[src/rtl/floor_tracker.sv]
// Cabin/motor side of the elevator drive: steps the cabin one floor per
// TRAVEL_CYCLES clocks under the en/up_down command, decides at each floor
// whether to keep going or stop, and runs a door dwell after every stop.
module floor_tracker #(
  parameter int FLOORS        = 16,
  parameter int TRAVEL_CYCLES = 4,
  parameter int DOOR_CYCLES   = 3,
  parameter int RESET_FLOOR   = 0
) (
  input  logic       clock,
  input  logic       reset_n,
  input  logic       en,
  input  logic       up_down,
  output logic [3:0] C,
  output logic       moving,
  output logic       dir,
  output logic       door_open,
  output logic       arrived,
  output logic       limit_err
);

  localparam int MAX_CYCLES = (TRAVEL_CYCLES > DOOR_CYCLES) ? TRAVEL_CYCLES : DOOR_CYCLES;
  localparam int TW         = $clog2(MAX_CYCLES) + 1;

  localparam logic [TW-1:0] TRAVEL_LAST = TW'(TRAVEL_CYCLES - 1);
  localparam logic [TW-1:0] DOOR_LAST   = TW'(DOOR_CYCLES - 1);
  localparam logic [3:0]    TOP_FLOOR   = 4'(FLOORS - 1);
  localparam logic [3:0]    HOME_FLOOR  = 4'(RESET_FLOOR);

  typedef enum logic [1:0] {
    IDLE,
    MOVING,
    CHECK,
    DOOR
  } state_t;

  state_t        state;
  state_t        state_next;
  logic [TW-1:0] timer;
  logic [TW-1:0] timer_next;
  logic [3:0]    c_next;
  logic          dir_next;
  logic          limit_next;
  logic          at_limit;

  // A move in the requested direction would leave the building.
  assign at_limit = up_down ? (C == TOP_FLOOR) : (C == 4'd0);

  // Next-state logic: the command is only looked at in IDLE and CHECK, never mid-floor.
  always_comb begin
    state_next = state;
    timer_next = timer;
    c_next     = C;
    dir_next   = dir;
    limit_next = 1'b0;
    case (state)
      IDLE: begin
        if (en) begin
          if (at_limit) begin
            limit_next = 1'b1;
          end else begin
            state_next = MOVING;
            dir_next   = up_down;
            timer_next = '0;
          end
        end
      end
      MOVING: begin
        if (timer == TRAVEL_LAST) begin
          c_next     = dir ? (C + 4'd1) : (C - 4'd1);
          timer_next = '0;
          state_next = CHECK;
        end else begin
          timer_next = timer + TW'(1);
        end
      end
      CHECK: begin
        if (en && (up_down == dir) && !at_limit) begin
          state_next = MOVING;
          timer_next = '0;
        end else begin
          state_next = DOOR;
          timer_next = '0;
          limit_next = en && (up_down == dir);
        end
      end
      DOOR: begin
        if (timer == DOOR_LAST) begin
          state_next = IDLE;
          timer_next = '0;
        end else begin
          timer_next = timer + TW'(1);
        end
      end
      default: begin
        state_next = IDLE;
        timer_next = '0;
      end
    endcase
  end

  // State, floor and registered status outputs; reset re-homes the cabin even mid-trip.
  always_ff @(posedge clock) begin
    if (!reset_n) begin
      state     <= IDLE;
      timer     <= '0;
      C         <= HOME_FLOOR;
      dir       <= 1'b0;
      moving    <= 1'b0;
      door_open <= 1'b0;
      arrived   <= 1'b0;
      limit_err <= 1'b0;
    end else begin
      state     <= state_next;
      timer     <= timer_next;
      C         <= c_next;
      dir       <= dir_next;
      moving    <= (state_next == MOVING);
      door_open <= (state_next == DOOR);
      arrived   <= (state == CHECK) && (state_next == DOOR);
      limit_err <= limit_next;
    end
  end

endmodule

[config.mk]
export PLATFORM = sky130hd
export DESIGN_NAME = floor_tracker
export DESIGN_NICKNAME = d
export VERILOG_FILES = /design/src/rtl/floor_tracker.sv
export SDC_FILE = /design/constraint.sdc
export NUM_CORES = 1
export LEC_CHECK = 0
export BUFFER_PORTS_ARGS = -buffer_cell sky130_fd_sc_hd__buf_2
export CORE_UTILIZATION = 53
export DETAILED_ROUTE_END_ITERATION = 16
export GPL_TIMING_DRIVEN = 0
export PLACE_DENSITY = 0.76
export SYNTH_ARGS = -nofsm -noshare
export SYNTH_HDL_FRONTEND = slang
export SYNTH_SLANG_ARGS = --single-unit
[constraint.sdc]
create_clock -name clock -period 1.6 [get_ports clock]
set_input_delay 0.32 -clock clock [delete_from_list [all_inputs] [get_ports clock]]
set_output_delay 0.32 -clock clock [all_outputs]
set_load 0.03 [all_outputs]
==> results.ini, run 1 <==
[sta]
finalCritPeriodShare_pct=92.59
layout_min_cycle_time_ns=1.481
fin_tns_setup_ns=0
report.final.slew_viol_count=0
max_slew_margin_pct=71.82
worst_slack_ns=0.1186
tightest_slew_ns=0.4226
fin_worst_skew_ns=0.005987
setup_violations=0
max_freq_mhz=675.0
report.final.hold_viol_count=0
holdWs_ns=0.3092
grt_setup_unrepaired=no

[die]
start_util_pct=57.97
row_count=13
ios=13
die_w_um=40.20
fp.dieH_um=40.20
core_area_mm2=0.001334
die_area_mm2=0.001616

[flow_run]
max_cap_violations=0

[finish]
final_area_um2=909.6
nets=113
fin_cells=116
syn_to_final_growth_pct=17.64
mostFrequentLayoutCell=buf_2
mostFrequentLayoutCells=buf_2 (13), dfxtp_1 (11), nand2_1 (8)
diodes=0
drive_gt1_share_pct=26.73

[clocking]
cts_tree=built
clock-sinks=14
cts_buffers=3
cts.htree.levels=1
postCtsHoldBufs=0
clock_path_buffers=2
clk_pin_slew_worst_paths_ns=0.09
clock-root-buffer=clkbuf_4
clk-insertion-delay-late_ns=0.29
postCtsSetupBuffers=0

[drt]
drtAntennaViolNets=0
wl_per_cell_um=12.09
drt-total-wl_um=1402
routed-via-count=642
firstDrtPassIters=4
drtIter0Drc=4
drc=0
viasPerCell=5.534

[synthesis]
yosys-top-cells-area=dfxtp_1 (36%), ha_1 (9.7%), mux2i_1 (7.8%)
synth_area_um2=773.2
synth_edf_count=0
synth_top_area_share_pct=36.25
syn_area_per_cell_um2=8.991
syn_inst=86
ys_types=30
ys.flop_type=dfxtp_1
synth_warnings=0
synth_seq_area_share_pct=36.25
ys_ff_latch=14
synth_top_area_cell=dfxtp_1
syn_nets=97
synth_async_sr_flop_share_pct=0

[critical_path]
arrival_ns=1.66
crit_required_ns=1.78
reg2reg_depth=5
reg2reg_slack_ns=0.12
start_kind=flop
worstSetupEndpointType=flop
critPathMaxFanout=6
crit_type=reg -> reg

[grt]
antenna_found_initial=0
grt_pass1_wl_um=2111
grt_max_degree=11
track_usage_pct=19.86
grt-ovfl-total=0
grt_pass1_vias=514

[place]
placed_area_um2=855.8
numPortBuffers=12
pre_cts_slack_ns=-0.01500
hpwl_um=1069
place_congestion=0.7332
post-place-cells=113

[pwr]
switching_share_pct=25.86
p_sw_uw=185.0
power.internal_uw=530.1
comb_power_share_pct=12.2
powerDensity_mw_per_mm2=786.1
clockPowerShare_pct=36.7
leakagePower_nw=0.4054
ir_worst_vdd_mv=0.4352
p_seq_share_pct=51.1

[min_path]
hold_path.class=in -> reg
hold_depth=3

[status]
status=finished clean

[sequential cells by signal, indices dropped and copies added (netlist names)]
name and count:
dir 1, limit_err 1, moving 1, C 4, door_open 1, timer 3
arrived 1, state 2
[timing repair]
item,in CTS,in global routing
setup endpoints to repair,1,3
resized for setup,0,4
endpoints found under the hold margin,0,0
pin swaps,0,0
[power groups by stage]
stage	logic (mW)	registers [mW]	clock network (mW)
finish	0.0875	0.365	0.262
global route	0.0967	0.367	0.275
CTS	0.0844	0.365	0.266
detailed placement	0.0842	0.374	0
global placement	0.0821	0.373	0
floorplan	0.0502	0.383	0
[final cells by class]
cell class                      instances  area [µm²]
Fill cell                             106       424.2
Multi-Input combinational cell         62       475.5
Timing Repair Buffer                   12       60.06
Inverter                                5       18.77
Clock buffer                            4       36.28
Sequential cell                        14       284.0
Buffer                                  4       16.27
Tap cell                               15       18.77
[metal layers]
layer / part of all wire, % / GRT usage, %
met1: 47 / 24.41
met2: 48 / 33.06
met3: 3.2 / 5.000
met4: 1.4 / 7.500
met5: 0 / 0
[synth_stat cells, types with 2 or more instances]
master / count
a21oi_1: 4
and3_1: 2
clkbuf_1: 4
dfxtp_1: 14
ha_1: 6
inv_1: 5
mux2i_1: 6
nand2_1: 8
nand3_1: 6
nand3b_1: 2
nor2_1: 4
nor2b_1: 3
o21ai_0: 2
o22ai_1: 3
xor2_1: 2
[stage by stage]
step | total power [mW] | util [%]
4_1_cts | 0.7156 | 66.60
3_5_place_dp | 0.4577 | 64.17
6_report | 0.7151 | 68.20
3_3_place_gp | 0.4550 | 64.17
5_1_grt | 0.7396 | 68.20
2_1_floorplan | 0.4329 | -
[path summary, 6_finish.rpt]
kind         startpoint        end
min reg2reg         dir        dir
max                C[3]     moving
max reg2reg        C[3]     moving
min                  en  limit_err
[cells by family after synthesis]
group | after synthesis | share of synthesized area (%)
flip-flops | 14 | 36.25
AO/OA/AOI/OAI | 13 | 10.84
AND/OR/NAND/NOR | 33 | 24.43
adder cells (fa/ha/maj) | 7 | 12.30
XOR/XNOR | 3 | 3.399
multiplexers | 6 | 7.767
buffers and inverters | 10 | 5.015
[critical path: stages, from the launching register on]
cell     delay (ns)
dfxtp_1        0.35
nor4_2         0.28
mux2i_2        0.15
and2_0         0.17
buf_2          0.16
a32o_1         0.26
Note: power is estimated with default switching activity, not from simulation.
==> run 2, diff against run 1 <==
- ABC_AREA: default -> 1
- PLACE_DENSITY: 0.76 -> 0.75
- RECOVER_POWER: default -> 25
==> run 2 against run 1 <==
Against the previous run: clock power about the same; area after synthesis increased by 6.6%; sequential power increased by 5.8%; hold slack improved by 0.020 ns; critical path depth increased by 3; cell area increased by 2.6%; setup slack improved by 0.043 ns; routed wire length increased by 9.4%; power increased by 16%; critical path type unchanged; largest cell class unchanged.
==> results.ini, run 2 <==
[synthesis]
synth_edf_count=0  ; unchanged
syn_nets=121  ; +25%
netlist_top_cells_count=nand2_1 (20), inv_1 (17), dfxtp_1 (14)
synth_compound_area_share_pct=8.953  ; -1.9 points
synth_top_area_share_pct=33.99  ; -2.3 points
yosys.area_share.simple_pct=32.32  ; +7.9 points
synth_warnings=0  ; unchanged
synth_top_area_cell=dfxtp_1
synth_async_sr_flop_share_pct=0  ; unchanged
yosys-top-cells-area=dfxtp_1 (34%), ha_1 (9.1%), nand2_1 (9.1%)
synth_top_family_by_area=simple AND/OR/NAND/NOR gates
ys.flop_type=dfxtp_1
synth_xor_area_share_pct=3.187  ; -0.21 points
ys_ff_latch=14  ; unchanged
ys_types=20  ; -33%
syn_area_per_cell_um2=7.496  ; -17%
synth_area_um2=824.5  ; +6.6%
synth_most_common_cell=nand2_1
synth_mux_area_share_pct=0  ; -7.8 points
syn_inst=110  ; +28%
synth_seq_area_share_pct=33.99  ; -2.3 points
synth_adder_area_share_pct=11.53  ; -0.77 points

[drt]
drt-total-wl_um=1534  ; +9.4%
wl_per_cell_um=10.88  ; -10%
drtIter0Drc=13  ; +9
firstDrtPassIters=4  ; unchanged
routed-via-count=702  ; +9.3%
viasPerCell=4.979  ; -10%
drc=0  ; unchanged
drtAntennaViolNets=0  ; unchanged

[clocking]
clock_path_buffers=2  ; unchanged
clock-sinks=14  ; unchanged
clk_pin_slew_worst_paths_ns=0.09  ; about the same
cts_tree=built
cts_buffers=3  ; unchanged
clk-insertion-delay-late_ns=0.28  ; about the same
postCtsSetupBuffers=0  ; unchanged
cts.htree.levels=1  ; unchanged
clock-root-buffer=clkbuf_4

[pwr]
p_sw_uw=256.1  ; +38%
leakagePower_nw=0.4740  ; +17%
comb_power_share_pct=21.2  ; +9.0 points
ir_worst_vdd_mv=0.4656  ; +7.0%
power.internal_uw=570.2  ; +7.6%
powerDensity_mw_per_mm2=885.3  ; +13%
switching_share_pct=30.99  ; +5.1 points
p_seq_share_pct=46.7  ; -4.4 points
clockPowerShare_pct=32.1  ; -4.6 points

[critical_path]
worstSetupEndpointType=flop
start_kind=flop
crit_required_ns=1.83  ; +0.05 ns
crit_type=reg -> reg
arrival_ns=1.66  ; about the same
critPathMaxFanout=8  ; +2

[grt]
track_usage_pct=20.78  ; +0.92 points
antenna_found_initial=0  ; unchanged
grt_pass1_vias=689  ; +34%
grt-ovfl-total=0  ; unchanged
grt_max_degree=9  ; -2
grt_pass1_wl_um=2801  ; +33%

[finish]
fin_cells=141  ; +22%
top_regs=C: 4 flops, timer: 3 flops, state: 2 flops
fill_cells=117  ; +10%
regMostFlops=C
mostFrequentLayoutCell=nand2_1
syn_to_final_growth_pct=13.20
nets=138  ; +22%
drive_gt1_share_pct=22.22  ; -4.5 points
final_area_um2=933.4  ; +2.6%
mostFrequentLayoutCells=nand2_1 (21), inv_1 (17), dfxtp_1 (13)
diodes=0  ; unchanged
largest_reg_flops=4  ; unchanged

[die]
core_area_mm2=0.001366  ; +2.4%
ios=13  ; unchanged
start_util_pct=60.35  ; +2.4 points
die_area_mm2=0.001717  ; +6.3%
row_count=13  ; unchanged
fp.dieH_um=41.44  ; +3.1%
die_w_um=41.44  ; +3.1%

[sta]
holdWs_ns=0.3297  ; +0.02045 ns
fin_worst_skew_ns=0.001131  ; -0.004856 ns
layout_min_cycle_time_ns=1.438  ; -0.04328 ns
grt_setup_unrepaired=no
setup_violations=0  ; unchanged
tightest_slew_ns=0.3638  ; -0.05879 ns
report.final.slew_viol_count=0  ; unchanged
worst_slack_ns=0.1619  ; +0.04328 ns
max_freq_mhz=695.4  ; +3.0%
finalCritPeriodShare_pct=89.88  ; -2.7 points
report.final.hold_viol_count=0  ; unchanged
fin_tns_setup_ns=0  ; unchanged
max_slew_margin_pct=75.85  ; +4.0 points

[flow_run]
max_cap_violations=0  ; unchanged

[min_path]
hold_path.class=in -> reg

[place]
hpwl_um=1159  ; +8.4%
pre_cts_slack_ns=0.1190  ; +0.1340 ns
post-place-cells=137  ; +21%
numPortBuffers=12  ; unchanged
place_congestion=0.7499  ; +2.3%
placed_area_um2=903.4  ; +5.6%

[status]
status=finished clean

## run 2: changes by cell type in the layout (fill, tap and decap cells not counted), sizes merged, moves of 2 or more
cell and change:
nor2 +11, nand2 +16, nand3 +6, inv +14, and2 -2, buf -4
nor2b -3, o22ai -3, and3 -2, a21oi +5, mux2i -6, o21ai +3
## run 2: routing by layer
| layer | global-route usage [%] | share of wire [%] | vias up |
|---|---|---|---|
| li1 | - | - | 374 |
| met3 | 3.913 | 2.3 | 5 |
| met5 | 0 | 0 | - |
| met2 | 34.38 | 47 | 12 |
| met1 | 26.70 | 49 | 311 |
| met4 | 7.742 | 2.0 | 0 |
## run 2: repair_timing
| item | in CTS | in global routing |
|---|---|---|
| hold buffers | 0 | 0 |
| gates resized for setup | 0 | 1 |
| setup endpoints to repair | 0 | 1 |
## run 2: logic make-up after synthesis
family / after synthesis
compound gates: 14
xor+xnor: 3
fa+ha+maj: 7
buf+inv: 20
flops: 14
simple gates: 52
## run 2: power groups by stage
stage	Combinational [mW]	Sequential, mW	Clock (mW)
after floorplan	0.119	0.412	0
after global placement	0.176	0.392	0
after detailed placement	0.178	0.393	0
after CTS	0.179	0.385	0.261
after global routing	0.197	0.388	0.278
final	0.175	0.386	0.265
## run 2: cell type report
class	count	area (µm²)	share of cell area, %
timing repair buffer	12	55.05	5.898
buffer	1	11.26	1.206
clock buffer	4	36.28	3.887
multi-input combinational	76	459.2	49.20
tap	15	18.77	2.011
sequential	14	281.5	30.16
inverter	19	71.32	7.641
## run 2: worst paths after layout
kind / start / endpoint / slack, ns / cells after the start
hold reg to reg: timer[0] / timer[0] / 0.51 / 1
setup / recovery: timer[0] / state[1] / 0.16 / 8
setup reg to reg: timer[0] / state[1] / 0.16 / 8
hold / removal: up_down / dir / 0.33 / 3
## run 2: critical path, cell delays in order (launching register included)
cell     delay (ns)
dfxtp_1        0.39
ha_1           0.19
ha_1           0.21
nand3_2        0.19
nand2_1        0.12
inv_1          0.05
nand2_1        0.06
nand2_1        0.08
nor2_1         0.10
## run 2: stage by stage
| stage | total power [mW] | utilization (%) |
|---|---|---|
| 3_5_place_dp | 0.5706 | 66.12 |
| 2_1_floorplan | 0.5313 | - |
| 4_1_cts | 0.8244 | 68.77 |
| 3_3_place_gp | 0.5678 | 66.12 |
| 6_report | 0.8263 | 68.32 |
| 5_1_grt | 0.8633 | 68.32 |
==> run 3, diff against run 2 <==
- CORE_UTILIZATION: 53 -> 58
- PLACE_DENSITY: 0.75 -> 0.81
- clock period: 1.6 -> 1.8 ns (I/O delays scaled with it)
==> run 3 against run 2 <==
Against the previous run: hold slack better by 0.034 ns; power is 11% lower; setup slack better by 0.15 ns; count of clock-buffer cells in the layout stayed put.
==> results.ini, run 3 (same netlist as run 2, synthesis figures left out) <==
[grt]
grt_use_met3_pct=4.545  ; +0.63 points
track_usage_pct=25.00  ; +4.2 points
grt_max_degree=9  ; unchanged
use_met2_pct=43.03  ; +8.7 points
grt_pass1_vias=652  ; -5.4%
met1_usage_pct=30.48  ; +3.8 points
antenna_found_initial=0  ; unchanged
grt-ovfl-total=0  ; unchanged
grt_pass1_wl_um=2642  ; -5.7%
top_usage_layer=met2

[drt]
viasPerCell=5.142  ; +3.3%
drtAntennaViolNets=0  ; unchanged
drtIter0Drc=22  ; +9
routed-via-count=725  ; +3.3%
wl_per_cell_um=10.99  ; +0.98%
drc=0  ; unchanged
firstDrtPassIters=4  ; unchanged
drt-total-wl_um=1549  ; +0.98%

[place]
post-place-cells=137  ; unchanged
placed_area_um2=903.4  ; unchanged
hpwl_um=1161  ; +0.16%
place_congestion=0.7771  ; +3.6%
numPortBuffers=12  ; unchanged

[sta]
tightest_slew_ns=0.3575  ; -0.006352 ns
finalCritPeriodShare_pct=82.49  ; -7.4 points
grt_setup_unrepaired=no
fin_tns_setup_ns=0  ; unchanged
report.final.slew_viol_count=0  ; unchanged
layout_min_cycle_time_ns=1.485  ; +0.04678 ns
report.final.hold_viol_count=0  ; unchanged
setup_violations=0  ; unchanged
max_freq_mhz=673.5  ; -3.2%
fin_worst_skew_ns=0.005821  ; +0.004691 ns
max_slew_margin_pct=76.27  ; +0.42 points

[critical_path]
critical_path.cell_chain=inv_1 > ha_1 > a21oi_1 > nand2_1 > nand2_1 > nand2_1 > nand2_1 > a21oi_1
cp-endpoint=C[3]
worst-path-stages=8  ; unchanged
reg2reg_slack_ns=0.32  ; +0.15 ns
critPathMaxFanout=5  ; -3
critPathSlowestCell=dfxtp_1
reg2reg_depth=8  ; unchanged
crit_type=reg -> reg
worstSetupEndpointType=flop
critPathMaxStageDelay_ns=0.42  ; +0.03 ns
startpoint=dir
crit_required_ns=1.98  ; +0.15 ns
critPathBufInv=1  ; unchanged
timing.rr.end=C[3]
crit_family=flip-flops
arrival_ns=1.67  ; about the same
start_kind=flop
reg2reg_from=dir
cp_common_cell=nand2_1

[finish]
nets=138  ; unchanged
post-route-util_pct=70.66  ; +2.3 points
mostFrequentLayoutCells=nand2_1 (21), inv_1 (17), dfxtp_1 (14)
regMostFlops=C
fill_cells=109  ; -6.8%
final_area_um2=930.9  ; -0.27%
syn_to_final_growth_pct=12.90
largest_reg_flops=4  ; unchanged
mostFrequentLayoutCell=nand2_1
diodes=0  ; unchanged
top_regs=C: 4 flops, timer: 3 flops, state: 2 flops
drive_gt1_share_pct=21.43  ; -0.79 points
fin_cells=141  ; unchanged

[die]
start_util_pct=62.58  ; +2.2 points
die_area_mm2=0.001576  ; -8.2%
row_count=13  ; unchanged
die_w_um=39.71  ; -4.2%
fp.dieH_um=39.71  ; -4.2%
ios=13  ; unchanged
core_area_mm2=0.001318  ; -3.6%

[clocking]
cts_buffers=3  ; unchanged
cts-resized-gates=0  ; unchanged
clock_path_buffers=2  ; unchanged
clock-root-buffer=clkbuf_4
clk_pin_slew_worst_paths_ns=0.09  ; about the same
cts.htree.levels=1  ; unchanged
clk-insertion-delay-late_ns=0.29  ; about the same
postCtsSetupBuffers=0  ; unchanged
cts_tree=built
clock-sinks=14  ; unchanged
postCtsHoldBufs=0  ; unchanged

[flow_run]
max_cap_violations=0  ; unchanged

[pwr]
leakagePower_nw=0.4778  ; +0.81%
powerDensity_mw_per_mm2=789.2  ; -11%
ir_worst_vdd_mv=0.4553  ; -2.2%

[min_path]
hold_depth=3  ; unchanged
hold_path.class=in -> reg

[status]
status=finished clean

run 3: how the worst min path moves through the flow:
stage	from	end	slack [ns]
3_3_place_gp	timer[0]	timer[0]	0.48
4_1_cts	up_down	dir	0.36
5_1_grt	reset_n	dir	0.40
2_1_floorplan	timer[0]	timer[0]	0.45
3_5_place_dp	timer[0]	timer[0]	0.50
6_report	up_down	dir	0.36
run 3: power by group:
part	switching, mW	internal, mW	leakage [nW]
logic	0.102	0.0553	0.343
clock network	0.111	0.123	0.0210
registers	0.0143	0.329	0.114
total	0.227	0.507	0.478
run 3: worst register-to-register path, stage by stage, from the launching register on:
cell,delay [ns]
dfxtp_1,0.42
inv_1,0.14
ha_1,0.35
a21oi_1,0.19
nand2_1,0.07
nand2_1,0.06
nand2_1,0.05
nand2_1,0.05
a21oi_1,0.05
run 3: metal layers:
layer | vias to the layer above | share of wire [%] | wire (µm)
li1 | 375 | - | -
met1 | 330 | 45 | 691
met2 | 18 | 50 | 778
met3 | 2 | 3.9 | 61
met4 | 0 | 1.1 | 17
met5 | - | 0 | 0
run 3: area by class of cell:
type	count	area, µm²	share of cell area, %
Timing Repair Buffer	12	56.30	6.048
Sequential cell	14	280.3	30.11
Multi-Input combinational cell	76	456.7	49.06
Tap cell	15	18.77	2.016
Clock buffer	4	36.28	3.898
Inverter	19	71.32	7.661
Buffer	1	11.26	1.210
run 3: stage by stage:
step	setup slack, ns	hold slack, ns	total power, mW
4_1_cts	0.3232	0.3624	0.7370
6_report	0.3151	0.3639	0.7347
3_3_place_gp	0.3702	0.4763	0.5037
5_1_grt	0.1004	0.3975	0.7690
2_1_floorplan	0.2147	0.4535	0.4722
3_5_place_dp	0.3363	0.4975	0.5090
